File: src/rtl/uart_pkg.sv
// Shared definitions for the UART transmit arbiter: state encoding and default word width.
package uart_pkg;

  localparam int DEFAULT_NUM_BITS = 8;

  typedef enum logic [1:0] {
    ST_IDLE      = 2'd0,
    ST_SEND      = 2'd1,
    ST_WAIT_DONE = 2'd2
  } state_t;

endpackage

File: src/rtl/rr_pick.sv
// Combinational rotate-priority encoder: picks the first requester at or after last+1,
// wrapping back to zero past NUM_REQ-1.
module rr_pick #(
  parameter int NUM_REQ = 4,
  parameter int IDX_W   = $clog2(NUM_REQ)
) (
  input  logic [NUM_REQ-1:0] i_req,
  input  logic [IDX_W-1:0]   i_last,
  output logic [NUM_REQ-1:0] o_onehot,
  output logic [IDX_W-1:0]   o_idx,
  output logic               o_any
);

  localparam logic [IDX_W-1:0] IDX_MAX = IDX_W'(NUM_REQ - 1);

  logic [IDX_W-1:0] w_cand;
  logic             w_found;

  // Wrap is an explicit compare so non-power-of-two NUM_REQ never visits unused indices.
  always_comb begin
    w_found = 1'b0;
    o_idx   = '0;
    w_cand  = (i_last == IDX_MAX) ? '0 : i_last + IDX_W'(1);
    for (int k = 0; k < NUM_REQ; k++) begin
      if (!w_found && i_req[w_cand]) begin
        w_found = 1'b1;
        o_idx   = w_cand;
      end
      w_cand = (w_cand == IDX_MAX) ? '0 : w_cand + IDX_W'(1);
    end
  end

  assign o_any    = w_found;
  assign o_onehot = w_found ? (NUM_REQ'(1) << o_idx) : '0;

endmodule

File: src/rtl/uart_tx_arbiter.sv
// Round-robin arbiter sharing one UART transmitter between NUM_REQ byte FIFOs,
// holding each grant for up to BURST_LEN words so messages stay contiguous.
module uart_tx_arbiter
  import uart_pkg::*;
#(
  parameter int NUM_BITS  = DEFAULT_NUM_BITS,
  parameter int NUM_REQ   = 4,
  parameter int BURST_LEN = 3
) (
  input  logic                        clk,
  input  logic                        rst_n,
  input  logic [NUM_REQ-1:0]          i_req_valid,
  input  logic [NUM_REQ*NUM_BITS-1:0] i_req_data,
  output logic [NUM_REQ-1:0]          o_req_pop,
  output logic [NUM_BITS-1:0]         o_tx_data,
  output logic                        o_tx_start,
  input  logic                        i_tx_busy,
  input  logic                        i_tx_done,
  output logic [NUM_REQ-1:0]          o_grant,
  output logic                        o_grant_valid
);

  localparam int IDX_W = $clog2(NUM_REQ);
  localparam int CNT_W = $clog2(BURST_LEN + 1);
  localparam logic [IDX_W-1:0] LAST_RST = IDX_W'(NUM_REQ - 1);
  localparam logic [CNT_W-1:0] CNT_MAX  = CNT_W'(BURST_LEN);

  state_t               r_state, w_state_nxt;
  logic [NUM_REQ-1:0]   r_grant, w_grant_nxt;
  logic                 r_grant_valid, w_grant_valid_nxt;
  logic [IDX_W-1:0]     r_last, w_last_nxt;
  logic [CNT_W-1:0]     r_count, w_count_nxt;
  logic [NUM_BITS-1:0]  r_tx_data, w_tx_data_nxt;
  logic                 r_tx_start, w_tx_start_nxt;
  logic [NUM_REQ-1:0]   r_req_pop, w_req_pop_nxt;

  logic [NUM_REQ-1:0]   w_pick_onehot;
  logic [IDX_W-1:0]     w_pick_idx;
  logic                 w_pick_any;
  logic                 w_g_valid;
  logic [NUM_BITS-1:0]  w_g_data;

  rr_pick #(
    .NUM_REQ (NUM_REQ),
    .IDX_W   (IDX_W)
  ) u_rr_pick (
    .i_req    (i_req_valid),
    .i_last   (r_last),
    .o_onehot (w_pick_onehot),
    .o_idx    (w_pick_idx),
    .o_any    (w_pick_any)
  );

  // While a grant is held, r_last is the granted index.
  assign w_g_valid = i_req_valid[r_last];
  assign w_g_data  = i_req_data[int'(r_last) * NUM_BITS +: NUM_BITS];

  always_comb begin
    w_state_nxt       = r_state;
    w_grant_nxt       = r_grant;
    w_grant_valid_nxt = r_grant_valid;
    w_last_nxt        = r_last;
    w_count_nxt       = r_count;
    w_tx_data_nxt     = r_tx_data;
    w_tx_start_nxt    = 1'b0;
    w_req_pop_nxt     = '0;
    case (r_state)
      ST_IDLE: begin
        if (w_pick_any) begin
          w_grant_nxt       = w_pick_onehot;
          w_grant_valid_nxt = 1'b1;
          w_last_nxt        = w_pick_idx;
          w_count_nxt       = '0;
          w_state_nxt       = ST_SEND;
        end
      end
      ST_SEND: begin
        if (!w_g_valid) begin
          w_grant_nxt       = '0;
          w_grant_valid_nxt = 1'b0;
          w_state_nxt       = ST_IDLE;
        end else if (!i_tx_busy) begin
          w_tx_data_nxt  = w_g_data;
          w_tx_start_nxt = 1'b1;
          w_req_pop_nxt  = r_grant;
          w_count_nxt    = r_count + CNT_W'(1);
          w_state_nxt    = ST_WAIT_DONE;
        end
      end
      ST_WAIT_DONE: begin
        if (i_tx_done) begin
          if ((r_count == CNT_MAX) || !w_g_valid) begin
            w_grant_nxt       = '0;
            w_grant_valid_nxt = 1'b0;
            w_state_nxt       = ST_IDLE;
          end else begin
            w_state_nxt = ST_SEND;
          end
        end
      end
      default: begin
        w_grant_nxt       = '0;
        w_grant_valid_nxt = 1'b0;
        w_state_nxt       = ST_IDLE;
      end
    endcase
  end

  // Last pointer resets to NUM_REQ-1 so requester 0 wins the first arbitration.
  always_ff @(posedge clk) begin
    if (!rst_n) begin
      r_state       <= ST_IDLE;
      r_grant       <= '0;
      r_grant_valid <= 1'b0;
      r_last        <= LAST_RST;
      r_count       <= '0;
      r_tx_data     <= '0;
      r_tx_start    <= 1'b0;
      r_req_pop     <= '0;
    end else begin
      r_state       <= w_state_nxt;
      r_grant       <= w_grant_nxt;
      r_grant_valid <= w_grant_valid_nxt;
      r_last        <= w_last_nxt;
      r_count       <= w_count_nxt;
      r_tx_data     <= w_tx_data_nxt;
      r_tx_start    <= w_tx_start_nxt;
      r_req_pop     <= w_req_pop_nxt;
    end
  end

  assign o_req_pop     = r_req_pop;
  assign o_tx_data     = r_tx_data;
  assign o_tx_start    = r_tx_start;
  assign o_grant       = r_grant;
  assign o_grant_valid = r_grant_valid;

endmodule
File: config.mk
export PLATFORM = sky130hd
export DESIGN_NAME = uart_tx_arbiter
export DESIGN_NICKNAME = d
export VERILOG_FILES = /design/src/rtl/uart_pkg.sv /design/src/rtl/rr_pick.sv /design/src/rtl/uart_tx_arbiter.sv
export SDC_FILE = /design/constraint.sdc
export NUM_CORES = 1
export LEC_CHECK = 0
export CORE_UTILIZATION = 41
export CTS_BUF_LIST = sky130_fd_sc_hd__clkbuf_16
export DETAILED_ROUTE_END_ITERATION = 10
export HOLD_SLACK_MARGIN = 0.03
export PLACE_DENSITY_LB_ADDON = 0.1
export SLEW_MARGIN = 20
export SYNTH_ARGS = -nofsm -noshare
export SYNTH_HDL_FRONTEND = slang
export SYNTH_SLANG_ARGS = --single-unit
File: constraint.sdc
create_clock -name clk -period 2.4 [get_ports clk]
set_clock_uncertainty 0.05 [all_clocks]
set_input_delay 0.24 -clock clk [delete_from_list [all_inputs] [get_ports clk]]
set_output_delay 0.24 -clock clk [all_outputs]
set_load 0.01 [all_outputs]
; After elaboration in Yosys (flattened, before gate mapping)
; Cells that the tools add are included.
[word_totals]
register_bits = 24
in_bits = 40
out_inout_bits = 18
elab_cells = 98
[classes]
n_addsub = 5
n_lt_le_gt_ge = 5
eq_ne = 14
shift = 2
mux = 43
bitwise = 4
reduce_logical = 17
[op_table]
columns = operator, n
row1 = indexed part select 32 x 6 -> 8 bit, 1
row2 = 2-to-1 mux 2 bit, 15
row3 = 2-to-1 mux 4 bit, 4
row4 = "less-than comparator 2 x 3 -> 1 bit, second input constant", 5
row5 = 2-to-1 mux 1 bit, 15
row6 = "== test 2 bit, second input constant", 6
row7 = one-hot mux 4 bit (3 select lines), 1
row8 = "adder 2 x 1 -> 2 bit, second input constant", 5
row9 = binary-select mux 1 bit (select 2 bit), 5
row10 = "inequality test 2 bit, second input constant", 5
row11 = AND reduction 3 bit, 3
row12 = AND reduction 4 bit, 2
row13 = one-hot mux 2 bit (3 select lines), 1
row14 = logical NOT 1 bit, 4
row15 = inverter 1 bit, 4
row16 = one-hot mux 2 bit (2 select lines), 1
row17 = OR reduction 4 bit, 1
row18 = "<< shifter 1 x 2 -> 4 bit, first input constant", 1
row19 = logical AND 1 bit, 3
row20 = "inequality test 3 bit, second input constant", 1
row21 = one-hot mux 1 bit (3 select lines), 1
row22 = "== test 2 x 1 -> 1 bit, second input constant", 1
row23 = logical NOT 2 bit, 1
row24 = "inequality test 2 x 1 -> 1 bit, second input constant", 1
row25 = 3 further kinds, 3

; Logic depth before layout (Yosys ltp)
[logic_depth]
ltp_word = 17
depth_mapped = 6
mapped_depth_nobuf = 5

; By module
; Synthesis repeated with hierarchy kept, for this count alone.
[unflattened]
hier_cells = 204
area_unflattened_um2 = 1840.5
[by_module_without_submodules]
columns = module, instances, cells_each, area_each_um2, seq_area_each_um2
row1 = uart_tx_arbiter, 1, 132, 1338.8, 480.5
row2 = rr_pick, 1, 72, 501.7, 0.0

; Least setup slack after synthesis
; No wires, ideal clock.
[synth_path]
kind = register to register
startpoint = register r_last[0]
endpoint = register r_tx_data[0] (netlist: o_tx_data[0])
setup_time_ns = 0.128
arrival_time_ns = 1.563
t_required_ns = 2.222
slack_ns = 0.659
stages_incl_launch_ff = 7
path_buffers = 2
synth_period_minus_slack_ns = 1.741
cell_sequence = dfxtp_1 -> mux4_2 -> and3b_1 -> buf_2 -> buf_6 -> mux2i_1 -> nor2_1
[synth_via]
elab_chain_len = 3
word_cells_on_any_way = 4
classes_between = shift (1) / mux (2) / reduce/logical (1)
[synth_lines]
columns = item, line
row1 = start: declaration, uart_tx_arbiter.sv:31  ; logic [IDX_W-1:0] r_last, w_last_nxt;
row2 = start signal: assignment, uart_tx_arbiter.sv:124  ; r_last <= w_last_nxt;
row3 = branches (longest 3 deep; another with indexed part select 32 x 6 -> 8 bit), -
row4 = end signal: assignment, uart_tx_arbiter.sv:126  ; r_tx_data <= w_tx_data_nxt;
row5 = end: declaration, uart_tx_arbiter.sv:33  ; logic [NUM_BITS-1:0] r_tx_data, w_tx_data_nxt;
; Several ways; the timed one is not identified. The select of a mux whose other input is x is not followed.
; A chain may end at the register's enable or synchronous reset.

; Final worst setup path
[layout_path]
startpoint = register r_last[0]
endpoint = register r_grant[2] (netlist: o_grant[2])
[layout_via]
elab_chain_len = 17
word_cells_on_any_way = 45
classes_between = add/sub (4) / eq/ne (7) / shift (1) / mux (24) / reduce/logical (9)
[layout_lines]
columns = item, line
row1 = branches (longest 17 deep; another with adder 2 x 1 -> 2 bit), -
row2 = end signal: assignment, uart_tx_arbiter.sv:122  ; r_grant <= w_grant_nxt;
row3 = end: declaration, uart_tx_arbiter.sv:29  ; logic [NUM_REQ-1:0] r_grant, w_grant_nxt;
; Several ways; the timed one is not identified. The select of a mux whose other input is x is not followed.

==> qor.yml <==
worst_setup_path:
  critPathArrivalTime_ps: 2160
  timing.rr.start: "r_last[0]"
  path_class: "flop to flop"
  reg2reg_slack_ps: 340
  r2r-end: "o_grant[2]"
  critPathMaxFanout: 8
  critPathCapture: "o_grant[2]"
  critPathLaunchType: "flop"
  r2r_cells: 5
  startpoint: "r_last[0]"
  worstPathRequired_ps: 2500
  critPathCaptureType: "flop"
sta:
  period_share: 0.857
  post-route-min-period_ps: 2060
  hold_violations: 0
  relSlewSlack: 0.564
  setup_viol: 0
  setup-tns-final_ps: 0
  worst_slew_pin_slew_ps: 654
  rsz0062_at_grt: "no"
  max_freq_ghz: 0.486
  drv_slew: 0
synthesis:
  ys.flop_type: "dfxtp_1"
  syn_avg_cell_area_um2: 10.4
  yosys_warnings: 0
  synth_nets: 162
  synth_top_cell_area_share: 0.385
  synth.most_common_cell: "dfxtp_1"
  synth_area_leaders: "dfxtp_1 38%, mux4_2 16%, mux2i_1 8.0%"
  synth_enable_flop_cells: 0
  ys_ff_latch: 24
  synth_cell_types: 35
  synthCells: 120
  async_flop_share: 0
  yosysSeqAreaShare: 0.385
  synth_common_cells: "24 x dfxtp_1, 13 x nor2_1, 11 x nand2_1"
  syn_area_um2: 1250
  yosys.area.top_type: "dfxtp_1"
global_route:
  grt_use_met1: 0.243
  grt_pass1_wl_mm: 5.14
  grt_overflow: 0
  met2_usage: 0.368
  global_route.usage.total: 0.201
  antenna_found_initial: 0
  use_met3: 0.0476
  grt_pass1_vias: 1180
  grt.busiest_layer: "met2"
  grt_start_max_net_pins: 17
clocking:
  cts_made_buffers: 3
  max-clock-path-buffers: 2
  cts.hold.buffers_added: 0
  cts.repair.resized: 0
  clock-root-buffer: "clkbuf_16"
  post_cts_buffers: 0
  insertion_delay_ps: 260
  cts_max_level: 1
  clkTransAtPathRegs_ps: 60
  cts_sinks: 24
  cts_tree: "yes"
placement:
  dp_hpwl_mm: 2.19
  io_buffers: 57
  place_area_um2: 1850
  routabilityCongestion: 0.782
route:
  viasPerCell: 5.55
  ant_nets: 0
  routed_wl_mm: 2.98
  wl_per_cell_um: 14.3
  vias: 1159
  first_iter_violations: 28
  first_pass_iters: 7
  drc: 4
power:
  pwr_density_cell_nw_per_um2: 695
  ir_drop_v: 0.000543
  p_leak_nw: 0.743
cells_and_area:
  syn_to_final_growth_pct: 56.5
  final_cell_area_um2: 1950
  drive_above_1_share: 0.124
  finalNetCount: 221
  num_antenna_cells: 0
status:
  violations: "DRC"
  status: "finished, violations left"
floorplanning:
  rows: 19
  start_util: 0.441
  core_area_um2: 2830
  die_y_um: 57.2
  die-area_um2: 3270
  io_pins: 58
  die_w_um: 57.2
run:
  maxCapViolations: 0
min_path:
  hold_class: "flop to flop"
[worst min-delay path by stage]
stage	start	to	slack, ps	cells past startpoint
2_1_floorplan	i_tx_busy	o_tx_start	270	1
3_3_place_gp	r_count[1]	r_count[1]	400	2
3_5_place_dp	o_grant_valid	o_grant_valid	400	2
4_1_cts	o_grant_valid	o_grant_valid	410	2
5_1_grt	o_grant_valid	o_grant_valid	430	2
6_report	o_grant_valid	o_grant_valid	410	2
[report_power, final]
part / leakage (nW) / switching (W) / internal (W)
clock network: 0.0511 / 0.000146 / 0.000332
logic: 0.496 / 0.000165 / 0.000244
registers: 0.196 / 0.0000377 / 0.000434
total: 0.743 / 0.000348 / 0.00101
[layout by cell type, fill, tap and decap left out, types with 3 or more instances in the layout]
master,synthesis,layout
mux2i_1,10,10
and3_1,4,4
clkbuf_16,0,3
buf_4,0,4
mux4_2,9,9
a21oi_1,3,3
dfxtp_1,24,24
nand3_1,3,3
nand2_1,11,11
o32ai_1,4,4
clkdlybuf4s50_1,0,57
o22ai_1,3,3
nor2_1,13,13
[metrics by stage]
stage	hold WS, ps	total power (W)	utilization	instances	worst slack, ps
2_1_floorplan	269	0.000724	-	120	659
4_1_cts	413	0.00136	0.691	209	364
5_1_grt	431	0.00142	0.691	209	220
6_report	408	0.00136	0.691	209	343
3_5_place_dp	404	0.000884	0.654	205	163
3_3_place_gp	398	0.000874	0.654	205	242
[flip-flops by register name, summed over array words and instances (netlist names)]
| signal | cells |
|---|---|
| o_tx_data | 8 |
| o_grant | 4 |
| o_req_pop | 4 |
| r_count | 2 |
| r_last | 2 |
| r_state | 2 |
| o_grant_valid | 1 |
| o_tx_start | 1 |
[critical path, stage by stage (launching register included)]
cell	delay, ps
dfxtp_1	540
ha_1	360
or2_2	310
a21boi_0	270
o21bai_1	140
o32ai_1	270
[layout make-up]
class	instances	area (µm²)
clock buffer	3	75.1
inverter	1	3.75
sequential	24	480
tap	31	38.8
timing repair buffer	61	601
clock inverter	1	30.0
fill	220	875
multi-input combinational	88	726
[layer usage]
layer | up-vias | part of all wire | routed length, µm
met2 | 48 | 0.51 | 1530
met5 | - | 0 | 0
met4 | 0 | 0.0034 | 10
met1 | 540 | 0.43 | 1270
met3 | 2 | 0.056 | 167
li1 | 569 | - | -
[kinds of logic (layout without fill, tap and decap cells)]
group / count (synthesis) / after routing / synth area share
flops: 24 / 24 / 0.385
fa+ha+maj: 2 / 2 / 0.0200
compound gates: 22 / 22 / 0.127
mux: 21 / 21 / 0.261
simple gates: 43 / 43 / 0.173
buf+inv: 8 / 66 / 0.0341
No activity file was read; power rests on OpenSTA's default activity.
